$ cat src/rtl/iob_diff_pkg.sv
// Shared definitions for the iob_diff streaming differentiator.
// Optional saturation is selected with the IOB_DIFF_SAT_EN macro (see iob_diff_sub).
package iob_diff_pkg;

  typedef enum logic {
    FIRST = 1'b0,
    RUN   = 1'b1
  } state_t;

  // Signed limits as raw bit patterns; callers keep the low w bits (w <= 64).
  function automatic logic [63:0] max_pos(input int w);
    return (64'd1 << (w - 1)) - 64'd1;
  endfunction

  function automatic logic [63:0] max_neg(input int w);
    return 64'd1 << (w - 1);
  endfunction

endpackage

$ cat src/rtl/iob_diff_sub.sv
// Combinational subtract (a - b) with signed-overflow detect.
// Saturation on overflow is enabled by defining IOB_DIFF_SAT_EN.
module iob_diff_sub
  import iob_diff_pkg::*;
#(
  parameter int DATA_W = 32
) (
  input  logic [DATA_W-1:0] a,
  input  logic [DATA_W-1:0] b,
  output logic [DATA_W-1:0] diff,
  output logic              ovf
);

  localparam logic [63:0] MAX_POS_W = max_pos(DATA_W);
  localparam logic [63:0] MAX_NEG_W = max_neg(DATA_W);
  localparam logic signed [DATA_W-1:0] MAX_POS = MAX_POS_W[DATA_W-1:0];
  localparam logic signed [DATA_W-1:0] MAX_NEG = MAX_NEG_W[DATA_W-1:0];

  logic signed [DATA_W-1:0] a_s;
  logic signed [DATA_W-1:0] b_s;
  logic signed [DATA_W-1:0] raw;

  // The direction of overflow follows the minuend's sign: a negative a can only underflow.
  function automatic logic signed [DATA_W-1:0] saturate(
    input logic signed [DATA_W-1:0] val,
    input logic                     over,
    input logic                     neg
  );
    if (!over) return val;
    return neg ? MAX_NEG : MAX_POS;
  endfunction

  assign a_s = $signed(a);
  assign b_s = $signed(b);
  assign raw = a_s - b_s;
  assign ovf = (a_s[DATA_W-1] ^ b_s[DATA_W-1]) & (raw[DATA_W-1] ^ a_s[DATA_W-1]);

`ifdef IOB_DIFF_SAT_EN
  assign diff = saturate(raw, ovf, a_s[DATA_W-1]);
`else
  assign diff = raw;
`endif

endmodule

$ cat src/rtl/iob_diff.sv
// Streaming first-difference: out = x[n] - x[n-1] behind a 1-entry output register.
// Build-time option: IOB_DIFF_SAT_EN saturates overflowing deltas instead of wrapping.
module iob_diff
  import iob_diff_pkg::*;
#(
  parameter int DATA_W     = 32,
  parameter int CNT_W      = 16,
  parameter int DROP_FIRST = 0
) (
  input  logic              clk,
  input  logic              rst,
  input  logic              clr,
  input  logic [DATA_W-1:0] ref_val,
  input  logic              in_valid,
  output logic              in_ready,
  input  logic [DATA_W-1:0] in_data,
  output logic              out_valid,
  input  logic              out_ready,
  output logic [DATA_W-1:0] out_data,
  output logic              out_ovf,
  output logic [CNT_W-1:0]  out_cnt
);

  state_t            state;
  logic              init;
  logic [DATA_W-1:0] prev_p0;
  logic [DATA_W-1:0] diff_p0;
  logic              ovf_p0;
  logic              accept;
  logic              handoff;
  logic              drop;

  assign in_ready = !clr && !init && (!out_valid || out_ready);
  assign accept   = in_valid && in_ready;
  assign handoff  = out_valid && out_ready;
  assign drop     = (DROP_FIRST != 0) && (state == FIRST);

  iob_diff_sub #(
    .DATA_W(DATA_W)
  ) u_sub (
    .a   (in_data),
    .b   (prev_p0),
    .diff(diff_p0),
    .ovf (ovf_p0)
  );

  // Stage p0 -> p1: history, output register, counter and state
  always_ff @(posedge clk or posedge rst) begin
    if (rst) begin
      init      <= 1'b1;
      prev_p0   <= '0;
      out_valid <= 1'b0;
      out_data  <= '0;
      out_ovf   <= 1'b0;
      out_cnt   <= '0;
      state     <= FIRST;
    end else if (clr) begin
      init      <= 1'b0;
      prev_p0   <= ref_val;
      out_valid <= 1'b0;
      out_cnt   <= '0;
      state     <= FIRST;
    end else if (init) begin
      // ref_val is only loaded synchronously, one edge after rst release.
      init    <= 1'b0;
      prev_p0 <= ref_val;
    end else begin
      if (handoff) out_cnt <= out_cnt + CNT_W'(1);
      if (accept) begin
        prev_p0 <= in_data;
        state   <= RUN;
        if (drop) begin
          if (handoff) out_valid <= 1'b0;
        end else begin
          out_data  <= diff_p0;
          out_ovf   <= ovf_p0;
          out_valid <= 1'b1;
        end
      end else if (handoff) begin
        out_valid <= 1'b0;
      end
    end
  end

endmodule

$ cat config.mk
export PLATFORM = sky130hd
export DESIGN_NAME = iob_diff
export DESIGN_NICKNAME = d
export VERILOG_FILES = /design/src/rtl/iob_diff_pkg.sv /design/src/rtl/iob_diff_sub.sv /design/src/rtl/iob_diff.sv
export SDC_FILE = /design/constraint.sdc
export NUM_CORES = 1
export LEC_CHECK = 0
export BUFFER_PORTS_ARGS = -buffer_cell sky130_fd_sc_hd__buf_2
export CORE_MARGIN = 10
export CORE_UTILIZATION = 45
export DETAILED_ROUTE_END_ITERATION = 10
export PLACE_DENSITY = 0.66
export SLEW_MARGIN = 20
export SYNTH_ARGS = -nofsm -noshare
export SYNTH_HDL_FRONTEND = slang
export SYNTH_HIERARCHICAL = 1
export SYNTH_SLANG_ARGS = --single-unit
$ cat constraint.sdc
create_clock -name clk -period 3.8 [get_ports clk]
set_input_delay 0.76 -clock clk [delete_from_list [all_inputs] [get_ports clk]]
set_output_delay 0.76 -clock clk [all_outputs]
set_load 0.02 [all_outputs]
==> reports/qor.csv <==
stage,metric,value,unit
status,result of the run,"complete, no violations",
sta,Final Hold Fails,0,
logic_synthesis,Netlist Area Pre-Place,5440,um2
clocking,CTS Buf Count,9,
setup_path,CP max FO,4,
power,Leakage Power,3.07,nW
finish,post-route cell area,6440,um2
clocking,clk_lat worst skew,350,ps
sta,Hold Slack,489,ps
drt,vias per cell,5.68,
global_route,vias in the first global route,4698,
sta,min Tclk post-route,3050,ps
drt,Post-DRT Antenna Nets,0,
floorplanning,die boundary height,130,um
place,dpl hpwl,11000,um
setup_path,slowest CP cell,fa_1,
floorplanning,core area,11900,um2
place,number of port buffers,119,
logic_synthesis,Yosys cell types,62,
clocking,CTS Root Cell,clkbuf_16,
floorplanning,die area,16900,um2
clocking,Clock H-tree levels,3,
drt,initial drt markers,288,
clocking,clk buf depth,2,
drt,DR DRC count,0,
setup_path,Crit path buffers/inverters,2,
sta,RSZ-0062 raised after global routing,false,
finish,antenna cell count,0,
power,VDD IR max,0.000306,V
sta,Max Slew Vio Count,0,
global_route,pin count of the biggest net entering global routing,47,
setup_path,critical path type,in -> reg,
floorplanning,initial core utilization,45.7,%
clocking,Clock transition at path regs,70,ps
global_route,Congestion Overflow GR,0,
drt,first drt pass iteration count,4,
setup_path,Setup crit end kind,register,
setup_path,CP required,4030,ps
setup_path,worst path arrival time,3280,ps
logic_synthesis,syn nets,652,
drt,Via Count,4621,
global_route,GR Util All Layers,17.5,%
sta,relative slew slack,55.9,%
logic_synthesis,sequential fraction of the synthesis area,38.2,%
sta,crit share post-route,80.2,%
min_path,hold crit path type,in -> async,
logic_synthesis,synth warn,6,
setup_path,crit-path most repeated cell,a31oi_1,
setup_path,Worst setup startpoint,in_data[0],
logic_synthesis,number of flops mapped to enable cells by yosys,0,
sta,f_max,328,MHz
logic_synthesis,synthesis-stage register bit count,83,
floorplanning,Die Wd,130,um
place,Placed Cells,798,
logic_synthesis,Cells after Synth,550,
sta,setup_tns,0,ps
clocking,CTS hold repair buffers,0,
setup_path,CP cell instances,"buf_2, inv_1, ha_1, fa_1, nor2b_1, o21bai_1, a31oi_1, a31oi_1, a41oi_2, a31oi_1, xnor2_1, mux2_2",
logic_synthesis,Main synth FF type,dfrtp_1,
sta,Worst Tran Pin Value,660,ps
floorplanning,IO Count,120,
clocking,CTS tree,built,
finish,Total Nets Final,764,
setup_path,Worst setup SP type,input pin,
setup_path,"delay-heaviest family, CP",compound AO/OA/AOI/OAI gates,
global_route,first-pass GRT wire length,23700,um
finish,area grow syn2layout,18.3,%
power,PwrDens,500,nW/um2
sta,Final Skew,9.34,ps
drt,total wire length,14400,um
global_route,initial antenna violation count,0,
logic_synthesis,"Async S/R FF share, synth",100,%
finish,"commonest non-fill, non-tap cell in the layout",buf_2,
floorplanning,std cell rows,40,
finish,most frequent cells in the layout,"buf_2, dfrtp_1, inv_1",
clocking,Clock Sinks,83,
drt,routed length per placed instance,17.7,um
finish,share of layout cells above drive strength 1,28.8,%
clocking,post-CTS resize count,0,
place,GP Congestion,0.893,
clocking,buffers inserted by post-CTS timing repair,0,
finish,non-filler instance count after layout,814,
logic_synthesis,syn_area_per_cell,9.90,um2
place,placed instance area,6160,um2
setup_path,Slowest Stage Delay on Critical Path,410,ps
sta,final setup violation count,0,
job,MaxCap Viol Count,0,
setup_path,reg2reg start,prev_p0[0],
==> stage by stage <==
| stage | power [mW] | setup slack, ps | utilization, % |
|---|---|---|---|
| after global routing | 3.41 | 607 | 54.1 |
| after detailed placement | 2.41 | 407 | 51.7 |
| final | 3.22 | 753 | 54.1 |
| after floorplan | 2.01 | 870 | - |
| after global placement | 2.38 | 482 | 51.7 |
| after CTS | 3.26 | 772 | 54.1 |
==> metal layers <==
metal  global-route usage, %  wire length [um]
met2                    28.7              6850
met4                    5.95               177
met3                    4.14               772
met5                       0                 0
met1                    22.0              6630
==> power by group <==
group	total [mW]	switching (mW)	internal (mW)	leakage, nW
Clock	0.833	0.374	0.459	0.130
Sequential	1.19	0.111	1.08	1.02
Combinational	1.20	0.696	0.500	1.93
==> cell usage after synthesis, drive strengths merged, types with 4 or more instances <==
master | n | area share (%)
ha | 32 | 7.4
inv | 45 | 3.1
dfrtp | 82 | 38
nand2b | 4 | 0.46
nor2b | 36 | 4.1
and3 | 6 | 0.69
nor2 | 20 | 1.4
buf | 12 | 1.4
and2 | 6 | 0.69
xnor2 | 21 | 3.4
or3 | 7 | 0.80
nand3 | 12 | 1.1
mux2 | 33 | 6.8
a21o | 10 | 1.4
nand2 | 27 | 1.9
o21a | 6 | 0.83
xor2 | 16 | 2.6
nor3 | 7 | 0.64
o21ai | 23 | 2.1
a31oi | 9 | 1.0
nand4 | 8 | 0.92
a221o | 33 | 6.1
a21boi | 6 | 0.83
clkbuf | 12 | 0.83
a21oi | 37 | 3.8
==> cell families after synthesis <==
kind of cell	Yosys count	share of synthesized area, %
compound gates	152	21.9
xor+xnor	37	5.95
fa+ha+maj	33	7.72
buf+inv	69	5.29
flops	83	38.2
mux	34	7.01
other cells	1	0.0689
simple gates	141	13.8
==> worst paths after layout <==
| path | endpoint | cells past startpoint | slack, ps |
|---|---|---|---|
| max in group asynchronous | prev_p0[18] | 3 | 2520 |
| setup / recovery | out_data[24] | 12 | 750 |
| hold reg to reg | out_data[21] | 1 | 500 |
| hold / removal | out_cnt[0] | 2 | 490 |
| min in group clk | out_data[21] | 1 | 500 |
| setup reg to reg | out_data[24] | 10 | 920 |
==> state kept, by name, indices dropped and copies added (netlist names) <==
name	cells
init	1
out_cnt	16
out_data	32
out_ovf	1
out_valid	1
prev_p0	32
==> layout make-up <==
cell class	count	area, um2
tap	147	184
multi-input combinational	398	3090
sequential	83	2080
clock inverter	6	41.3
fill	1118	5470
inverter	45	170
timing repair buffer	125	641
clock buffer	10	239
Note: power is estimated with default switching activity, not from simulation.
